[config.mk]
export PLATFORM = sky130hd
export DESIGN_NAME = jtcps1_vram_arb
export DESIGN_NICKNAME = d
export VERILOG_FILES = /design/src/rtl/jtcps1_vram_pkg.sv /design/src/rtl/jtcps1_vram_slot.sv /design/src/rtl/jtcps1_vram_arb.sv
export SDC_FILE = /design/constraint.sdc
export NUM_CORES = 1
export LEC_CHECK = 0
export CORE_MARGIN = 5
export CORE_UTILIZATION = 45
export DETAILED_ROUTE_END_ITERATION = 10
export PLACE_DENSITY_LB_ADDON = 0.12
export SYNTH_ARGS = -nofsm -noshare
export SYNTH_HDL_FRONTEND = slang
export SYNTH_SLANG_ARGS = --single-unit
[constraint.sdc]
create_clock -name clk -period 2.6 [get_ports clk]
set_clock_uncertainty 0.1 [all_clocks]
set_input_delay 0.26 -clock clk [delete_from_list [all_inputs] [get_ports clk]]
set_output_delay 0.26 -clock clk [all_outputs]
set_load 0.05 [all_outputs]
[src/rtl/jtcps1_vram_pkg.sv]
// Shared constants for the CPS1 video VRAM read arbiter: client indices,
// FSM state encoding and the default word-address width.
package jtcps1_vram_pkg;

    localparam int AW_DEF = 17;

    localparam logic [1:0] CL_PAL = 2'd0;
    localparam logic [1:0] CL_SCR = 2'd1;
    localparam logic [1:0] CL_OBJ = 2'd2;

    typedef enum logic [1:0] {
        IDLE = 2'd0,
        WAIT = 2'd1,
        GAP  = 2'd2
    } state_t;

    // Rotation order used by the arbiter: pal -> scr -> obj -> pal
    function automatic logic [1:0] next_client(input logic [1:0] c);
        return (c == CL_OBJ) ? CL_PAL : c + 2'd1;
    endfunction

endpackage

[src/rtl/jtcps1_vram_slot.sv]
// Per-client result slot: remembers the last word fetched for one client and
// flags ok only while the client still asks for that exact address.
// With JTCPS1_VRAM_CACHE_EN the stored word survives cs drops until clr.
module jtcps1_vram_slot
    import jtcps1_vram_pkg::*;
#(
    parameter int AW = AW_DEF
) (
    input  logic          clk,
    input  logic          rstn,
`ifdef JTCPS1_VRAM_CACHE_EN
    input  logic          clr,
`endif
    input  logic          cs,
    input  logic [AW-1:0] addr,
    input  logic          capture,
    input  logic [AW-1:0] cap_addr,
    input  logic [15:0]   cap_data,
    output logic [15:0]   data,
    output logic          ok
);

    logic [AW-1:0] served_addr;
    logic          valid;

    always_ff @(posedge clk or negedge rstn) begin
        if (!rstn) begin
            served_addr <= '0;
            data        <= '0;
            valid       <= 1'b0;
        end else begin
            if (capture) begin
                served_addr <= cap_addr;
                data        <= cap_data;
            end
`ifdef JTCPS1_VRAM_CACHE_EN
            // A clear racing a capture wins: the word may predate a CPU write
            if (clr)
                valid <= 1'b0;
            else if (capture)
                valid <= 1'b1;
`else
            if (!cs)
                valid <= 1'b0;
            else if (capture)
                valid <= 1'b1;
`endif
        end
    end

    assign ok = cs & valid & (addr == served_addr);

endmodule

[src/rtl/jtcps1_vram_arb.sv]
// VRAM read arbiter: shares one SDRAM read slot between the scroll, object and
// palette fetchers. Optional JTCPS1_VRAM_CACHE_EN keeps words across cs drops.
module jtcps1_vram_arb
    import jtcps1_vram_pkg::*;
#(
    parameter int AW          = AW_DEF,
    parameter bit ROUND_ROBIN = 1'b1
) (
`ifdef JTCPS1_VRAM_CACHE_EN
    input  logic          cache_clr,
`endif
    input  logic          clk,
    input  logic          rstn,
    input  logic [AW-1:0] scr_addr,
    input  logic          scr_cs,
    output logic [15:0]   scr_data,
    output logic          scr_ok,
    input  logic [AW-1:0] obj_addr,
    input  logic          obj_cs,
    output logic [15:0]   obj_data,
    output logic          obj_ok,
    input  logic [AW-1:0] pal_addr,
    input  logic          pal_cs,
    output logic [15:0]   pal_data,
    output logic          pal_ok,
    output logic [AW-1:0] mem_addr,
    output logic          mem_cs,
    input  logic [15:0]   mem_data,
    input  logic          mem_ok,
    output logic          busy
);

    state_t        state;
    logic [1:0]    winner, rr_ptr;
    logic [1:0]    base, c1, c2, grant;
    logic          grant_vld;
    logic [2:0]    cs_v, ok_v, pending, capture;
    logic [AW-1:0] addr_v [3];

    assign cs_v[CL_PAL]   = pal_cs;
    assign cs_v[CL_SCR]   = scr_cs;
    assign cs_v[CL_OBJ]   = obj_cs;
    assign ok_v[CL_PAL]   = pal_ok;
    assign ok_v[CL_SCR]   = scr_ok;
    assign ok_v[CL_OBJ]   = obj_ok;
    assign addr_v[CL_PAL] = pal_addr;
    assign addr_v[CL_SCR] = scr_addr;
    assign addr_v[CL_OBJ] = obj_addr;
    assign pending        = cs_v & ~ok_v;
    assign busy           = (state != IDLE);

    // rr_ptr holds the client searched first; fixed mode always starts at pal
    always_comb begin
        base      = ROUND_ROBIN ? rr_ptr : CL_PAL;
        c1        = next_client(base);
        c2        = next_client(c1);
        grant_vld = |pending;
        grant     = c2;
        if (pending[c1])
            grant = c1;
        if (pending[base])
            grant = base;
    end

    always_comb begin
        for (int i = 0; i < 3; i++)
            capture[i] = (state == WAIT) && mem_ok && (winner == 2'(i));
    end

    always_ff @(posedge clk or negedge rstn) begin
        if (!rstn) begin
            state    <= IDLE;
            mem_cs   <= 1'b0;
            mem_addr <= '0;
            winner   <= CL_PAL;
            rr_ptr   <= CL_PAL;
        end else begin
            case (state)
                IDLE: if (grant_vld) begin
                    winner   <= grant;
                    mem_addr <= addr_v[grant];
                    mem_cs   <= 1'b1;
                    rr_ptr   <= next_client(grant);
                    state    <= WAIT;
                end
                WAIT: if (mem_ok) begin
                    mem_cs <= 1'b0;
                    state  <= GAP;
                end
                GAP:     state <= IDLE;
                default: state <= IDLE;
            endcase
        end
    end

    jtcps1_vram_slot #(.AW(AW)) u_pal (
        .clk(clk), .rstn(rstn),
`ifdef JTCPS1_VRAM_CACHE_EN
        .clr(cache_clr),
`endif
        .cs(pal_cs), .addr(pal_addr), .capture(capture[CL_PAL]),
        .cap_addr(mem_addr), .cap_data(mem_data), .data(pal_data), .ok(pal_ok)
    );

    jtcps1_vram_slot #(.AW(AW)) u_scr (
        .clk(clk), .rstn(rstn),
`ifdef JTCPS1_VRAM_CACHE_EN
        .clr(cache_clr),
`endif
        .cs(scr_cs), .addr(scr_addr), .capture(capture[CL_SCR]),
        .cap_addr(mem_addr), .cap_data(mem_data), .data(scr_data), .ok(scr_ok)
    );

    jtcps1_vram_slot #(.AW(AW)) u_obj (
        .clk(clk), .rstn(rstn),
`ifdef JTCPS1_VRAM_CACHE_EN
        .clr(cache_clr),
`endif
        .cs(obj_cs), .addr(obj_addr), .capture(capture[CL_OBJ]),
        .cap_addr(mem_addr), .cap_data(mem_data), .data(obj_data), .ok(obj_ok)
    );

endmodule
-- Word level (Yosys, flattened, before mapping)
Cells that the tools add are included.
- register bits after elaboration: 126
- output and inout bits: 70
- add/sub/neg operators: 3
- $lt $le $gt $ge: 3
- eq/ne operators: 14
- muxes and demuxes: 24
- bitwise gates (word level): 9
- reduce and logical (&&, ||, !) cells: 12
- operator list (kind ; number):
    $eq A17 B17 Y1 ; 3
    $bmux W17 S2 ; 1
    $mux W17 ; 2
    $mux W2 ; 7
    $mux W1 ; 10
    $eq A2 B2 Y1 const B ; 4
    $add A2 B1 Y2 const B ; 3
    $and A1 B1 Y1 ; 6
    $lt A2 B3 Y1 const B ; 2
    $ne A2 B1 Y1 const B ; 3
    $bmux W1 S2 ; 2
    $eq A2 B1 Y1 const B ; 2
    $logic_and A1 B1 Y1 ; 4
    $logic_not A2 Y1 ; 2
    $ne A2 B2 Y1 const B ; 2
    $pmux W2 S2 ; 1
    $reduce_and A2 Y1 ; 2
    $reduce_bool A2 Y1 ; 2
    $and A3 B3 Y3 ; 1
    $ge A3 B3 Y1 const B ; 1
    $not A2 Y3 ; 1
    $not A3 Y3 ; 1
    $reduce_and A3 Y1 ; 1
    $reduce_or A3 Y1 ; 1
    $pmux W1 S2 ; 1

-- Logic depth before layout (Yosys ltp)
- depth in word-level cells: 12
- depth in mapped cells: 9

-- Cells and area by module
Synthesis repeated with hierarchy kept, for this count alone.
- cell total of the unflattened synthesis: 428
- area total of the unflattened synthesis: 5690.5 µm²
- modules (own cells, without submodules) (module ; instances ; cells each ; area each (µm²) ; sequential area each (µm²)):
    jtcps1_vram_slot ; 3 ; 95 ; 1442.6 ; 850.8
    jtcps1_vram_arb ; 1 ; 143 ; 1362.6 ; 600.6

-- Worst setup path before layout
Ideal clock, no wire load.
- path type: reg2out
- start: register u_pal.served_addr[14]
- end: output port pal_ok
- arrival: 2033 ps
- required time: 2240 ps
- path slack: 207 ps
- cell stages (with the launch flop): 5
- path buffers: 0
- path through: dfrtp_1 xor2_1 nor4_1 nand3_1 nor3_1
- word-level cells in the longest chain between the ends: 2
- RTL lines (what ; RTL line ; source):
    start: declaration ; jtcps1_vram_slot.sv:23 ; logic [AW-1:0] served_addr;
    start signal: assignment ; jtcps1_vram_slot.sv:33 ; served_addr <= cap_addr;
    $eq A17 B17 Y1 ; jtcps1_vram_slot.sv:51 ; assign ok = cs & valid & (addr == served_addr);
    $and A1 B1 Y1 ; jtcps1_vram_slot.sv:51 ;
    end: declaration ; jtcps1_vram_arb.sv:25 ; output logic pal_ok,
Every way passes these cells.

-- Final worst setup path
- start: register u_obj.served_addr[11]
- end: output port obj_ok
- word-level cells in the longest chain between the ends: 2
- RTL lines (what ; RTL line ; source):
    start: declaration ; jtcps1_vram_slot.sv:23 ;
    start signal: assignment ; jtcps1_vram_slot.sv:33 ;
    $eq A17 B17 Y1 ; jtcps1_vram_slot.sv:51 ;
    $and A1 B1 Y1 ; jtcps1_vram_slot.sv:51 ;
    end: declaration ; jtcps1_vram_arb.sv:21 ; output logic obj_ok,
Every way passes these cells.

==> results.toml <==
[status]
outcome = "complete, no violations"

[yosys]
synth_ff_type = "dfrtp_1"
ys_seq_area_share_pct = 53.3
ys_ff_latch = 126
ys_top_cells_by_count = "dfrtp_1 (126), mux2_2 (99), nand2_1 (40), xnor2_1 (29), xor2_1 (22)"
syn_nets = 532
ys_warn_count = 0
yosys.area.top_type = "dfrtp_1"
synth_compound_area_share_pct = 9.44
synth_simple_gate_area_share_pct = 8.51
synth_xor_xnor_area_share_pct = 7.56
synth_most_common_cell = "dfrtp_1"
synth_area_leaders = "dfrtp_1 (53%), mux2_2 (19%), xnor2_1 (4.3%), xor2_1 (3.3%), nand2_1 (2.5%)"
synth_edf_count = 0
synth_top_family_by_area = "multiplexers"
synth_area_um2 = 5910
synthAdderAreaFrac_pct = 0
syn_inst = 459
yosysTopAreaCellShare_pct = 53.3
async_reset_ff_share_pct = 100
syn_area_per_cell_um2 = 12.9
synthMuxAreaShare_pct = 18.9
synth_cell_types = 41

[die]
initial_core_util_pct = 46.3
die_h_um = 125
core_area_um2 = 12800
dieArea_um2 = 15500
die_x_um = 125
num_rows = 41
pin_count = 143

[clock_network]
clk_pin_slew_worst_paths_ns = 0.05
htreeDepth = 4
clock-sinks = 126
cts_max_path_buffers = 2
root_buffer = "clkbuf_16"
cts_tree = "built"
insertion_delay_ns = 0.41
cts_made_buffers = 17

[worst_setup_path]
slowest_stage = "xnor2_1"
end_kind = "output pin"
worstPathArrival_ns = 2.14
cp_cell_sequence = "xnor2_1, nand4_1, nor3_1, and3_1, buf_12"
cpPeakStageDelay_ns = 0.46
cp-start-kind = "register"
worstPathRequired_ns = 2.24
criticalPathCategory = "register to output pin"
cp_max_fo = 2
r2r_cells = 8

[timing]
setup_viol = 0
timing.final.crit_share_pct = 96.3
report.final.slew_viol_count = 0
relSlewSlack_pct = 62.2
hold_viol_final = 0
fin_hold_ws_ns = 0.197
setup_slack_ns = 0.0957
finalCriticalPeriod_ns = 2.50
worstMarginPinSlew_ns = 0.566
timing.fmax_ghz = 0.399

[power]
seq_power_share_pct = 29.7
sw_frac_of_total_pct = 41.4
p_comb_share_pct = 50.6
peakVddDrop_v = 0.00108
p_per_area_nw_per_um2 = 1390
p_clk_share_pct = 19.8
p_leak_nw = 3.63
total_power_mw = 12.3
power.switching_mw = 5.10
internal_power_mw = 7.23

[layout]
diodes = 0
final_cells = 863
fin_nets = 751
nFillCells = 932
drive_gt1_share_pct = 36.5
syn2layout_area_growth_pct = 49.6

[global_route]
grt_max_degree = 48
track_usage_pct = 21.8
antenna_found_initial = 0
grt_pass1_vias = 4950
grt_pass1_wl_mm = 26.8
gr-total-overflow = 0

[drt]
drt-total-wl_mm = 16.6
route.detailed.drc = 0
post_drt_wl_per_cell_um = 19.2
viasPerCell = 5.25
drtAntennaViolNets = 0
drtIter0Drc = 165
dr.pass1.iters = 4
vias = 4533

[flow_run]
maxCapViolCount = 0

[place]
place_ws_ns = -0.272
hpwl_mm = 12.3
place.gp.congestion = 0.833
numPortBuffers = 142
place_inst = 830

[worst_hold_path]
hold_path_class = "input pin to async pin"
flip-flops by register name, summed over array words and instances, names as in the netlist:
signal / cells
base: 2
mem_addr: 17
mem_cs: 1
state: 2
u_obj.data: 16
u_obj.served_addr: 17
u_obj.valid: 1
u_pal.data: 16
u_pal.served_addr: 17
u_pal.valid: 1
u_scr.data: 16
u_scr.served_addr: 17
u_scr.valid: 1
winner: 2
per-stage QoR:
stage	setup TNS [ns]	area [µm²]	utilization [%]
floorplan	0	5910	-
global placement	-3.17	8150	63.8
detailed placement	-4.43	8150	63.8
CTS	0	8780	68.8
global route	-0.0114	8840	69.2
finish	0	8840	69.2
layout by cell type, fill, tap and decap left out, drive strengths merged, types with 9 or more instances in the layout:
master         synthesis  layout
nor2                  21      21
dfrtp                126     126
nand2                 40      40
clkdlybuf4s50          0     138
a22oi                 17      17
o21ai                  9       9
a41oi                 17      17
xnor2                 29      29
mux2                  99      99
nand4                 12      12
buf                    6      80
clkbuf                13      21
xor2                  22      22
area by class of cell:
type,count,area (µm²),area share [%]
sequential,126,3150,35.7
multi-input combinational,306,2720,30.7
tap,172,215,2.43
clock inverter,11,138,1.56
inverter,8,30.0,0.340
timing repair buffer,219,2110,23.8
clock buffer,21,480,5.43
logic make-up (layout without fill, tap and decap cells):
family,Yosys count,after routing
buffers and inverters,27,259
multiplexers,99,99
AND/OR/NAND/NOR,101,101
AO/OA/AOI/OAI,55,55
flip-flops,126,126
XOR/XNOR,51,51
path summary, 6_finish.rpt:
check | start | end | slack, ns
setup / recovery | u_obj.served_addr[11] | obj_ok | 0.1
hold / removal | rstn | u_pal.served_addr[1] | 0.20
setup reg to reg | u_obj.served_addr[3] | mem_addr[7] | 0.13
hold reg to reg | mem_cs | mem_cs | 0.38
max in group asynchronous | rstn | u_pal.data[2] | 1.48
min in group clk | mem_cs | mem_cs | 0.38
power by group through the flow:
stage                     Combinational [mW]  Clock [mW]  Sequential, mW
after floorplan                         2.12           0            5.31
after global placement                  6.10           0            3.60
after detailed placement                6.20           0            3.67
after CTS                               6.24        2.49            3.65
after global routing                    6.56        2.58            3.79
final                                   6.23        2.44            3.66
worst max-delay path: cells and delay by family (launching register included):
family                    cells  cell delay [ns]
xor gates and xnor gates      1             0.46
DFF                           1             0.38
and+or+nand+nor               3             0.73
buffers and inverters         1             0.15
layer usage:
metal	up-vias	routed length, µm	GRT usage [%]
met1	2263	6700	25.9
met5	-	0	0
li1	2095	-	-
met2	149	8390	36.4
met4	0	399	9.16
met3	26	1080	7.12
what timing repair did:
action,4_1_cts,5_1_grt
pin swaps,0,1
hold buffers,1,0
gates resized for setup,2,9
hold endpoints to repair,30,0
setup endpoints to repair,1,13
buffers inserted,0,0
No activity file was read; power rests on OpenSTA's default activity.
